==> config.mk <==
export PLATFORM = sky130hd
export DESIGN_NAME = ac_sequencer
export DESIGN_NICKNAME = d
export VERILOG_FILES = /design/src/rtl/ac_pkg.sv /design/src/rtl/ac_decode.sv /design/src/rtl/ac_sequencer.sv
export SDC_FILE = /design/constraint.sdc
export NUM_CORES = 1
export LEC_CHECK = 0
export CAP_MARGIN = 15
export CORE_UTILIZATION = 40
export DETAILED_ROUTE_END_ITERATION = 10
export HOLD_SLACK_MARGIN = 0.06
export PLACE_DENSITY_LB_ADDON = 0.12
export SYNTH_ARGS = -nofsm -noshare
export SYNTH_HDL_FRONTEND = slang
export SYNTH_SLANG_ARGS = --single-unit
==> constraint.sdc <==
create_clock -name clk -period 1.5 [get_ports clk]
set_input_delay 0.3 -clock clk [delete_from_list [all_inputs] [get_ports clk]]
set_output_delay 0.3 -clock clk [all_outputs]
set_load 0.03 [all_outputs]
==> src/rtl/ac_pkg.sv <==
// Shared definitions for the accumulator instruction sequencer: opcodes,
// FSM state encoding and the decoded control bundle.
package ac_pkg;

    localparam int ADDR_W_DEF = 4;
    localparam int OPC_W_DEF  = 4;

    localparam logic [3:0] OP_NOP = 4'h0;
    localparam logic [3:0] OP_LDA = 4'h1;
    localparam logic [3:0] OP_ADD = 4'h2;
    localparam logic [3:0] OP_SUB = 4'h3;
    localparam logic [3:0] OP_IN  = 4'h4;
    localparam logic [3:0] OP_JMP = 4'h6;
    localparam logic [3:0] OP_JC  = 4'h7;
    localparam logic [3:0] OP_HLT = 4'hF;

    typedef enum logic [2:0] {
        S_FETCH   = 3'd0,
        S_DECODE  = 3'd1,
        S_EXEC    = 3'd2,
        S_WAIT_IN = 3'd3,
        S_HALT    = 3'd4
    } state_t;

    // carry_upd is internal: the execute cycle latches ALU carry into the flag
    typedef struct packed {
        logic jump;
        logic jumpc;
        logic sin;
        logic ina;
        logic twone;
        logic ac_load;
        logic carry_upd;
    } ctl_t;

endpackage

==> src/rtl/ac_decode.sv <==
// Combinational opcode decoder producing the execute-cycle control bundle.
module ac_decode
    import ac_pkg::*;
#(
    parameter int OPC_W = OPC_W_DEF
) (
    input  logic [OPC_W-1:0] opcode,
    output ctl_t             ctl
);

    always_comb begin
        ctl = '0;
        case (opcode)
            OPC_W'(OP_LDA): begin
                ctl.ina     = 1'b1;
                ctl.ac_load = 1'b1;
            end
            OPC_W'(OP_ADD): begin
                ctl.twone     = 1'b1;
                ctl.ac_load   = 1'b1;
                ctl.carry_upd = 1'b1;
            end
            OPC_W'(OP_SUB): begin
                ctl.twone     = 1'b1;
                ctl.ina       = 1'b1;
                ctl.ac_load   = 1'b1;
                ctl.carry_upd = 1'b1;
            end
            OPC_W'(OP_IN): begin
                ctl.sin     = 1'b1;
                ctl.ac_load = 1'b1;
            end
            OPC_W'(OP_JMP): ctl.jump  = 1'b1;
            OPC_W'(OP_JC):  ctl.jumpc = 1'b1;
            default: ;
        endcase
    end

endmodule

==> src/rtl/ac_sequencer.sv <==
// Multi-cycle fetch/decode/execute sequencer driving the accumulator control
// strobes, program counter and instruction register.
module ac_sequencer
    import ac_pkg::*;
#(
    parameter int ADDR_W = ADDR_W_DEF,
    parameter int OPC_W  = OPC_W_DEF
) (
    input  logic              clk,
    input  logic              reset,
    output logic              mem_rd,
    output logic [ADDR_W-1:0] mem_addr,
    input  logic              mem_ready,
    input  logic [7:0]        mem_data,
    input  logic              in_valid,
    output logic              in_ack,
    input  logic              carry,
    output logic [7-OPC_W:0]  operand,
    output logic              jump,
    output logic              jumpC,
    output logic              sin,
    output logic              InA,
    output logic              twone,
    output logic              ac_load,
    output logic              halted
);

    state_t            state, state_nxt;
    logic [ADDR_W-1:0] pc, pc_nxt;
    logic [7:0]        ir, ir_nxt;
    logic              carry_flag, carry_flag_nxt;
    logic [OPC_W-1:0]  opc;
    ctl_t              dec, ctl;
    logic              rd_c, ack_c, halt_c;

    assign opc     = ir[7 -: OPC_W];
    assign operand = ir[7-OPC_W:0];

    ac_decode #(.OPC_W(OPC_W)) u_decode (
        .opcode (opc),
        .ctl    (dec)
    );

    always_ff @(posedge clk) begin
        if (reset) begin
            state      <= S_FETCH;
            pc         <= '0;
            ir         <= '0;
            carry_flag <= 1'b0;
        end else begin
            state      <= state_nxt;
            pc         <= pc_nxt;
            ir         <= ir_nxt;
            carry_flag <= carry_flag_nxt;
        end
    end

    always_comb begin
        state_nxt      = state;
        pc_nxt         = pc;
        ir_nxt         = ir;
        carry_flag_nxt = carry_flag;
        ctl            = '0;
        rd_c           = 1'b0;
        ack_c          = 1'b0;
        halt_c         = 1'b0;
        case (state)
            S_FETCH: begin
                rd_c = 1'b1;
                if (mem_ready) begin
                    ir_nxt    = mem_data;
                    pc_nxt    = pc + ADDR_W'(1);
                    state_nxt = S_DECODE;
                end
            end
            S_DECODE: begin
                if (opc == OPC_W'(OP_IN))
                    state_nxt = S_WAIT_IN;
                else if (opc == OPC_W'(OP_HLT))
                    state_nxt = S_HALT;
                else
                    state_nxt = S_EXEC;
            end
            S_WAIT_IN: begin
                if (in_valid) begin
                    ack_c     = 1'b1;
                    state_nxt = S_EXEC;
                end
            end
            S_EXEC: begin
                ctl       = dec;
                state_nxt = S_FETCH;
                if (dec.jump)
                    pc_nxt = ADDR_W'(operand);
                // a taken JC consumes the flag; clearing a zero flag is harmless
                if (dec.jumpc) begin
                    if (carry_flag)
                        pc_nxt = ADDR_W'(operand);
                    carry_flag_nxt = 1'b0;
                end
                if (dec.carry_upd)
                    carry_flag_nxt = carry;
            end
            S_HALT:  halt_c = 1'b1;
            default: state_nxt = S_FETCH;
        endcase
    end

    // Outputs are forced quiet while reset is asserted, whatever the old state.
    assign mem_addr = pc;
    assign mem_rd   = rd_c & ~reset;
    assign in_ack   = ack_c & ~reset;
    assign halted   = halt_c & ~reset;
    assign jump     = ctl.jump & ~reset;
    assign jumpC    = ctl.jumpc & ~reset;
    assign sin      = ctl.sin & ~reset;
    assign InA      = ctl.ina & ~reset;
    assign twone    = ctl.twone & ~reset;
    assign ac_load  = ctl.ac_load & ~reset;

endmodule

======== Word level (Yosys, flattened, before mapping) ========
Cells that the tools add are included.
operators by class
  add/sub/neg operators ................... 1
  bitwise logic cells ..................... 11
  mux-type cells .......................... 23
  reductions and logical operators ........ 10
  equality and inequality tests ........... 13
operator list
  operator             count
  $mux 4               4
  $eq 4x3->1 const B   3
  $mux 1               12
  $mux 3               4
  $pmux 3 s4           1
  $and 1x1->1          9
  $eq 4x2->1 const B   2
  $pmux 4 s2           1
  $mux 7               1
  $eq 3x2->1 const B   2
  $reduce_and 2->1     3
  $add 4x1->4 const B  1
  $eq 4x1->1 const B   1
  $eq 4x4->1 const B   1
  $ne 2x2->1 const B   2
  $reduce_bool 2->1    2
  $reduce_or 2->1      2
  $reduce_or 4->1      1
  $eq 3x1->1 const B   1
  $eq 3x3->1 const B   1
  $logic_not 3->1      1
  $reduce_and 3->1     1
  $not 1->1            2
storage, ports and cells
  input port bits ......................... 13
  output and inout port bits .............. 17
  register bits ........................... 16

======== Longest topological paths before layout ========
Gate-level depths: netlist (run 1).
  depth after elaboration ................. 6
  mapped depth ............................ 6
  mapped depth without buffers ............ 5

======== Modules after synthesis ========
A second synthesis (run 1) with hierarchy kept.
second synthesis, totals
  cells, all modules ...................... 120
  area total of the unflattened synthesis .. 948.4 µm²
modules (own cells, without submodules)
  module        seq. area each (µm²)  area an instance (µm²)  times used  cells an instance
  ac_sequencer  320.3                 875.8                   1           111
  ac_decode     0.0                   72.6                    1           9

======== Worst setup path after synthesis (run 1) ========
OpenSTA, ideal clock, no wires.
  path type ............................... register to output
  start point ............................. register state[1]
  end point ............................... output halted
  data required time ...................... 1.200 ns
  stages on the path, launching flop included .. 4
  buffers on the path ..................... 2
  arrival time ............................ 1.690 ns
  slack ................................... -0.490 ns
  cells stage by stage .................... dfxtp_1 > buf_6 > clkbuf_1 > nor4b_1
between the ends
  cells in the longest elaborated chain, start to end .. 3
RTL lines
  item                    RTL line             source
  start, declared         ac_sequencer.sv:28   state_t state, state_nxt;
  start signal, assigned  ac_sequencer.sv:51   state <= state_nxt;
  $eq 3x3->1              ac_sequencer.sv:67   case (state)
  $mux 1                  ac_sequencer.sv:67
  $and 1x1->1             ac_sequencer.sv:113  assign halted = halt_c & ~reset;
  end, declared           ac_sequencer.sv:25   output logic halted
Every way passes these cells.

======== Final worst setup path (run 1) ========
  start point ............................. register state[0]
  end point ............................... output jump
between the ends
  cells in the longest elaborated chain, start to end .. 3
RTL lines
  item           RTL line             source
  $eq 3x2->1     ac_sequencer.sv:67
  $mux 7         ac_sequencer.sv:67
  $and 1x1->1    ac_sequencer.sv:114  assign jump = ctl.jump & ~reset;
  end, declared  ac_sequencer.sv:19   output logic jump,
Every way passes these cells.

==> results of run 1 <==
==> repair_timing <==
item | 4_1_cts | 5_1_grt
endpoints found under the hold margin | 0 | 0
resized for setup | 29 | 9
setup buffers | 4 | 2
pin swaps | 14 | 4
setup endpoints to repair | 27 | 15
==> layout by cell type, fill, tap and decap left out, drive strengths merged, types with 3 or more instances in the layout <==
| cell type | n |
|---|---|
| o21ai | 4 |
| nor2 | 11 |
| buf | 35 |
| dfxtp | 16 |
| clkbuf | 3 |
| dlygate4sd2 | 9 |
| clkdlybuf4s50 | 11 |
| nand2 | 19 |
| a21oi | 13 |
| nor4b | 4 |
| nand3 | 3 |
| nor3 | 6 |
==> Yosys cell counts, types with 2 or more instances <==
master / number
nor2_1: 10
a31oi_1: 2
clkbuf_1: 3
inv_1: 2
nor3_1: 6
buf_6: 2
nor4b_2: 2
nand4b_1: 2
nor4b_1: 2
dfxtp_1: 16
nand4_1: 2
nand2_1: 19
a21oi_1: 12
nor2b_1: 2
o21ai_0: 4
nor3b_1: 2
nand3_1: 3
buf_4: 5
==> worst max-delay path, stage by stage (launching register included) <==
cell and delay (ps):
dfxtp_2 350, nor4b_4 310, nand2_2 180, nor3b_4 200
buf_6 150
==> layout make-up <==
cell class	count	area (um^2)
Clock buffer	3	22.5
Fill cell	165	515
Inverter	2	7.51
Multi-Input combinational cell	83	644
Sequential cell	16	329
Tap cell	27	33.8
Timing Repair Buffer	55	489
==> power by group <==
part	internal [W]	switching, W
Sequential	0.000451	0.0000289
Clock	0.0000935	0.000144
Combinational	0.000162	0.000175
==> per-layer routing <==
metal	up-vias	global-route usage (%)	wire length [um]
met1	457	29.3	1150
met3	2	3.70	107
met4	0	7.14	20
li1	489	-	-
met5	-	0	0
met2	26	38.8	1390
==> logic make-up (layout without fill, tap and decap cells) <==
| family | Yosys count | after routing | synth area share (%) |
|---|---|---|---|
| simple gates | 55 | 55 | 33.3 |
| compound gates | 25 | 25 | 17.9 |
| xor+xnor | 1 | 1 | 0.972 |
| buf+inv | 14 | 60 | 9.72 |
| flops | 16 | 16 | 35.6 |
| fa+ha+maj | 1 | 1 | 1.39 |
| mux | 1 | 1 | 1.11 |
==> worst paths after layout <==
path	startpoint	endpoint	slack (ps)	depth (start not counted)
setup / recovery	state[0]	jump	-290	4
hold / removal	ir[3]	ir[3]	490	2
setup reg to reg	state[0]	mem_addr[3]	-10	5
hold reg to reg	ir[3]	ir[3]	490	2
==> sequential cells by signal, summed over array words and instances, names as in the netlist <==
name,cells
carry_flag,1
ir,8
mem_addr,4
state,3
==> metrics by stage <==
stage	worst slack (ps)	TNS, ps	area (um^2)	cells	hold WS (ps)
3_3_place_gp	-247	-3360	1350	177	461
3_5_place_dp	-276	-3620	1350	177	469
2_1_floorplan	-71.1	-198	985	113	436
5_1_grt	-357	-2430	1530	186	514
4_1_cts	-286	-1270	1470	184	482
6_report	-288	-1580	1530	186	485
==> run_results.csv, run 1 <==
group,metric,value,unit
die,start_util,44.1,%
sta,max_freq,0.559,GHz
layout,drive_above_1_share,40.9,%
synth,ys.flop_type,"dfxtp_1",
job,maxCapViolCount,0,
worst_hold_path,worstHoldPathType,"register to register",
synth,syn-num-nets,127,
clock_network,clock_tree.buffer_depth,2,
sta,setup_ws,-288,ps
run_status,outcome,"finished, violations left",
clock_network,cts_root_buf,"clkbuf_4",
synth,synth_area_leader_cell,"dfxtp_1",
clock_network,cts_tree,"yes",
synth,syn_area,901,um^2
global_routing,grt_pass1_vias,984,
run_status,violations,"setup timing",
synth,synth.distinct_cells,35,
layout,diodes,0,
pwr,power,0.00105,W
sta,slew_viol_final,0,
die,die_h,49.5,um
setup_path,worstPathMaxFanout,4,
global_routing,grt_pass1_wl,4350,um
layout,area_growth,69.4,%
die,dieArea,2450,um^2
clock_network,cts_buffers,3,
synth,synth_area_per_cell,7.97,um^2
setup_path,startpoint_type,"register",
clock_network,postCtsHoldBufs,0,
synth,synth.yosys.warnings,0,
clock_network,htree_num_levels,1,
routing,totalWireLength,2660,um
pwr,ir_drop,539,uV
die,ioPinCount,30,
setup_path,required,1200,ps
setup_path,crit_arrival,1490,ps
sta,hold_violations,0,
pwr,powerDensity,690,nW/um^2
sta,clock_skew,7.54,ps
synth,ys_ff_latch,16,
routing,vias,974,
setup_path,setup.worst_path.end_class,"output pin",
sta,finalSetupViolations,10,
synth,synthArstFlopShare,0,%
place,routabilityCongestion,0.784,
routing,ant_nets,0,
sta,finalCriticalPeriod,1790,ps
sta,rsz0062_at_grt,"true",
global_routing,track_usage,22.8,%
global_routing,grt-ovfl-total,0,
global_routing,antenna_found_initial,0,
synth,ys_seq_area_share,35.6,%
layout,finalNetCount,175,
pwr,p_leak,0.637,nW
routing,drtIter0Drc,14,
routing,dr.pass1.iters,4,
sta,finalCritPeriodShare,119,%
sta,relSlewSlack,79.5,%
sta,tightest_slew,308,ps
synth,synth_edf_count,0,
routing,wl_per_cell,14.3,um
die,rows,16,
routing,routed_via_density,5.24,
synth,syn_inst,113,
place,dpl.hpwl,1780,um
routing,post-route-drc-count,0,
clock_network,clkSinkCount,16,
synth,synth_area_leaders,"dfxtp_1, nand2_1, a21oi_1",
synth,synth_top_area_share,35.6,%
layout,final_core_util,74.8,%
place,place.port_buffers,29,
clock_network,cts.clk_slew.worst_paths,100,ps
clock_network,insertion_delay,290,ps
setup_path,timing_worst_setup_path_type,"register to output pin",
die,die_w,49.5,um
global_routing,grt_max_degree,11,
die,fp.coreArea,2040,um^2
(Power assumes the default switching activity.)
==> run 2: changes to the inputs <==
==> constraint.sdc (replaced) <==
create_clock -name clk -period 1.5 [get_ports clk]
set_input_delay 0.3 -clock clk [delete_from_list [all_inputs] [get_ports clk]]
set_output_delay 0.3 -clock clk [all_outputs]
set_load 0.02 [all_outputs]
==> run_results.csv, run 2 (synthesis results as in run 1) <==
group,metric,value,unit
routing,routed_via_density,5.33,
setup_path,worstPathMaxFanout,4,
pwr,p_leak,0.608,nW
setup_path,required,1200,ps
layout,final_cell_mix,"buf_4, nand2_1, dfxtp_1",
layout,area_growth,59.3,%
clock_network,insertion_delay,280,ps
clock_network,cts_root_buf,"clkbuf_4",
sta,setup_ws,-201,ps
global_routing,grt_pass1_vias,949,
layout,drive_above_1_share,38.2,%
place,dp_cells,178,
global_routing,track_usage,21.8,%
die,dieArea,2450,um^2
worst_hold_path,worstHoldPathType,"register to register",
setup_path,reg2reg_slack,-70,ps
job,maxCapViolCount,0,
sta,finalSetupViolations,19,
die,rows,16,
sta,finalCriticalPeriod,1700,ps
die,die_w,49.5,um
pwr,powerDensity,691,nW/um^2
global_routing,grt_pass1_wl,4110,um
run_status,outcome,"finished, violations left",
global_routing,grt-ovfl-total,0,
die,fp.coreArea,2040,um^2
sta,hold_violations,0,
pwr,internal_power,0.000690,W
run_status,violations,"setup timing",
setup_path,crit_arrival,1400,ps
global_routing,antenna_found_initial,0,
sta,slew_viol_final,0,
die,start_util,44.1,%
pwr,sw_frac_of_total,30.4,%
sta,finalCritPeriodShare,113,%
die,die_h,49.5,um
layout,final_core_util,70.3,%
clock_network,cts_buffers,3,
layout,finalNetCount,173,
place,dpl.hpwl,1830,um
layout,final_common_cell,"buf_4",
sta,clock_skew,2.43,ps
clock_network,htree_num_levels,1,
routing,post-route-drc-count,0,
pwr,p_sw,0.000302,W
routing,drtIter0Drc,12,
setup_path,startpoint_type,"register",
sta,rsz0062_at_grt,"true",
setup_path,timing_worst_setup_path_type,"register to output pin",
setup_path,path_cells,"nor4b_4 -> nand2_2 -> nor3b_2 -> buf_4",
clock_network,clkSinkCount,16,
routing,vias,980,
pwr,ir_drop,599,uV
setup_path,setup.worst_path.end_class,"output pin",
pwr,pwr-share-clk,22.3,%
die,ioPinCount,30,
layout,diodes,0,
sta,tightest_slew,269,ps
sta,max_freq,0.588,GHz
routing,wl_per_cell,13.5,um
clock_network,cts.clk_slew.worst_paths,90,ps
layout,finalNonFillerCells,184,
place,place.port_buffers,29,
routing,totalWireLength,2490,um
pwr,power_frac_seq,48.5,%
setup_path,slowest_stage,"dfxtp_2",
place,routabilityCongestion,0.760,
setup_path,slowest_delay,360,ps
routing,dr.pass1.iters,4,
clock_network,clock_tree.buffer_depth,2,
pwr,power,0.000992,W
global_routing,grt_max_degree,11,
sta,relSlewSlack,81.9,%
layout,regMostFlops,"ir",
layout,largest_reg_flops,8,
routing,ant_nets,0,
pwr,power_frac_comb,29.1,%
clock_network,cts_tree,"yes",
[run 2: per-stage QoR]
stage	instance area [um^2]	TNS, ps	setup WS (ps)	hold WS (ps)
floorplan	927	-423	-191	436
global placement	1330	-7150	-642	458
detailed placement	1330	-7440	-678	471
CTS	1400	-1090	-204	484
global route	1440	-2340	-284	503
finish	1440	-1350	-201	479
[run 2: final timing paths]
check | startpoint | end | depth (start not counted)
min | ir[0] | ir[0] | 2
max reg2reg | state[0] | mem_addr[3] | 5
min reg2reg | ir[0] | ir[0] | 2
max | state[0] | jump | 4
[run 2: cell type report]
class                           instances  area (um^2)
Inverter                                2         7.51
Tap cell                               27         33.8
Multi-Input combinational cell         83          593
Fill cell                             195          607
Timing Repair Buffer                   53          448
Sequential cell                        16          330
Clock buffer                            3         22.5
[run 2: power by group through the flow]
stage	clock, W	combinational, W	sequential [W]
final	0.000222	0.000289	0.000481
after global routing	0.000250	0.000311	0.000485
after CTS	0.000230	0.000277	0.000480
after detailed placement	0	0.000277	0.000489
after global placement	0	0.000269	0.000487
after floorplan	0	0.000147	0.000492
[run 2: what timing repair did]
action	4_1_cts	5_1_grt
endpoints found under the setup margin	27	21
resized for setup	74	5
gates cloned	0	0
pin swaps	8	2
hold buffers	0	0
setup buffers	2	1
hold endpoints to repair	0	0
[run 2: critical path, delay by kind of cell, from the launching register on]
| family | cells | cell delay (ps) |
|---|---|---|
| and+or+nand+nor | 3 | 600 |
| buffers and inverters | 1 | 160 |
| DFF | 1 | 360 |
[run 2: per-layer routing]
metal  track usage, %  wire length, um  vias to the layer above
met5                0                0                        -
met4             8.57               34                        0
met3             4.63               81                        4
met2             38.1             1270                       24
met1             25.8             1100                      464
li1                 -                -                      488
==> run 3: changes to the inputs <==
--- a/config.mk
+++ b/config.mk
@@ -6,10 +6,13 @@
 export NUM_CORES = 1
 export LEC_CHECK = 0
 export CAP_MARGIN = 15
-export CORE_UTILIZATION = 40
+export CELL_PAD_IN_SITES_DETAIL_PLACEMENT = 0
+export CELL_PAD_IN_SITES_GLOBAL_PLACEMENT = 1
+export CORE_UTILIZATION = 31
 export DETAILED_ROUTE_END_ITERATION = 10
 export HOLD_SLACK_MARGIN = 0.06
 export PLACE_DENSITY_LB_ADDON = 0.12
+export SKIP_LAST_GASP = 1
 export SYNTH_ARGS = -nofsm -noshare
 export SYNTH_HDL_FRONTEND = slang
 export SYNTH_SLANG_ARGS = --single-unit
==> constraint.sdc (replaced) <==
create_clock -name clk -period 1.7 [get_ports clk]
set_input_delay 0.34 -clock clk [delete_from_list [all_inputs] [get_ports clk]]
set_output_delay 0.34 -clock clk [all_outputs]
set_load 0.02 [all_outputs]
==> run_results.csv, run 3 (synthesis results as in run 1) <==
group,metric,value,unit
run_status,violations,"setup timing",
clock_network,insertion_delay,300,ps
layout,finalNetCount,170,
job,maxCapViolCount,0,
place,dpl.hpwl,1770,um
layout,final_cell_mix,"buf_4, nand2_1, clkdlybuf4s50_1",
global_routing,grt_pass1_vias,874,
clock_network,htree_num_levels,1,
place,place.port_buffers,29,
layout,largest_reg_flops,8,
clock_network,clkSinkCount,16,
routing,ant_nets,0,
routing,post-route-drc-count,0,
setup_path,startpoint_type,"register",
die,die_w,55.9,um
layout,final_common_cell,"buf_4",
pwr,ir_drop,620,uV
sta,relSlewSlack,80.8,%
routing,routed_via_density,4.99,
pwr,powerDensity,668,nW/um^2
setup_path,slowest_delay,350,ps
sta,clock_skew,12.9,ps
setup_path,setup.worst_path.end_class,"output pin",
clock_network,cts_setup_buffers,0,
global_routing,grt_pass1_wl,3920,um
sta,setup_ws,-43.3,ps
die,dieArea,3130,um^2
routing,dr.pass1.iters,4,
place,routabilityCongestion,0.729,
sta,finalCritPeriodShare,103,%
sta,rsz0062_at_grt,"true",
routing,wl_per_cell,12.6,um
sta,slew_viol_final,0,
layout,area_growth,54.4,%
setup_path,timing_worst_setup_path_type,"register to output pin",
place,dp_cells,182,
worst_hold_path,worstHoldPathType,"register to register",
pwr,power,0.000929,W
global_routing,antenna_found_initial,0,
die,ioPinCount,30,
clock_network,cts_root_buf,"clkbuf_4",
clock_network,cts.clk_slew.worst_paths,100,ps
clock_network,cts_tree,"yes",
pwr,p_leak,0.589,nW
routing,totalWireLength,2340,um
sta,hold_violations,0,
setup_path,path_cells,"nor4b_4 -> nand2_2 -> nor3b_2 -> buf_4",
clock_network,cts_buffers,3,
die,start_util,32.7,%
global_routing,grt-ovfl-total,0,
sta,tightest_slew,288,ps
die,die_h,55.9,um
layout,diodes,0,
clock_network,clock_tree.buffer_depth,2,
global_routing,track_usage,16.1,%
layout,regMostFlops,"ir",
sta,finalSetupViolations,3,
sta,max_freq,0.574,GHz
sta,finalCriticalPeriod,1740,ps
routing,drtIter0Drc,26,
setup_path,worstPathMaxFanout,4,
setup_path,crit_arrival,1400,ps
die,rows,19,
setup_path,required,1360,ps
layout,drive_above_1_share,36.1,%
routing,vias,929,
die,fp.coreArea,2760,um^2
layout,fillCellCount,301,
global_routing,grt_max_degree,12,
setup_path,slowest_stage,"dfxtp_2",
clock_network,postCtsHoldBufs,0,
layout,finalNonFillerCells,186,
run_status,outcome,"finished, violations left",
run 3: cell count changes in the layout (fill, tap and decap cells not counted), moves of 2 or more:
cell | previous run | this run
nor2_1 | 7 | 5
dlygate4sd2_1 | 9 | 2
clkdlybuf4s50_1 | 11 | 16
nor4b_4 | 3 | 1
buf_6 | 5 | 0
dlymetal6s2s_1 | 0 | 2
buf_4 | 25 | 27
run 3: final cells by class:
| cell class | count | area [um^2] | area share [%] |
|---|---|---|---|
| Tap cell | 31 | 38.8 | 2.79 |
| Sequential cell | 16 | 330 | 23.7 |
| Clock buffer | 4 | 36.3 | 2.61 |
| Inverter | 2 | 7.51 | 0.540 |
| Timing Repair Buffer | 50 | 420 | 30.2 |
| Multi-Input combinational cell | 83 | 558 | 40.1 |
run 3: worst max-delay path, delay by kind of cell (launching register included):
kind,cells,cell delay [ps]
buffers and inverters,1,160
DFF,1,350
and+or+nand+nor,3,600
run 3: per-stage QoR:
step	TNS, ps	setup slack (ps)	hold WS [ps]	utilization (%)	cell area, um^2
final	-126	-43.3	478	50.5	1390
after global routing	-493	-148	497	50.5	1390
after CTS	-252	-77.7	485	48.6	1340
after detailed placement	-4860	-562	471	48.0	1320
after global placement	-4740	-519	460	48.0	1320
after floorplan	-31.5	-31.5	448	-	916
run 3: final timing paths:
kind         startpoint     endpoint  slack, ps  cells after the start
max            state[2]         jump        -40                      4
min               ir[0]        ir[0]        480                      2
max reg2reg    state[1]  mem_addr[3]        100                      5
min reg2reg       ir[0]        ir[0]        480                      2
run 3: routing by layer:
layer	part of all wire, %	global-route usage (%)	up-vias
met5	0	0	-
met4	0.73	4.18	0
met3	4.4	5.35	2
met2	48	25.5	19
met1	47	21.1	426
li1	-	-	482
run 3: where the power goes:
group	switching (W)	internal [W]	total, W
logic	0.000116	0.000129	0.000245
clock network	0.000128	0.000131	0.000258
registers	0.0000268	0.000398	0.000425
total	0.000271	0.000658	0.000929
run 3: repair_timing:
| item | 4_1_cts | 5_1_grt |
|---|---|---|
| pin swaps | 2 | 4 |
| setup endpoints to repair | 10 | 11 |
| endpoints found under the hold margin | 0 | 0 |
| resized for setup | 51 | 16 |
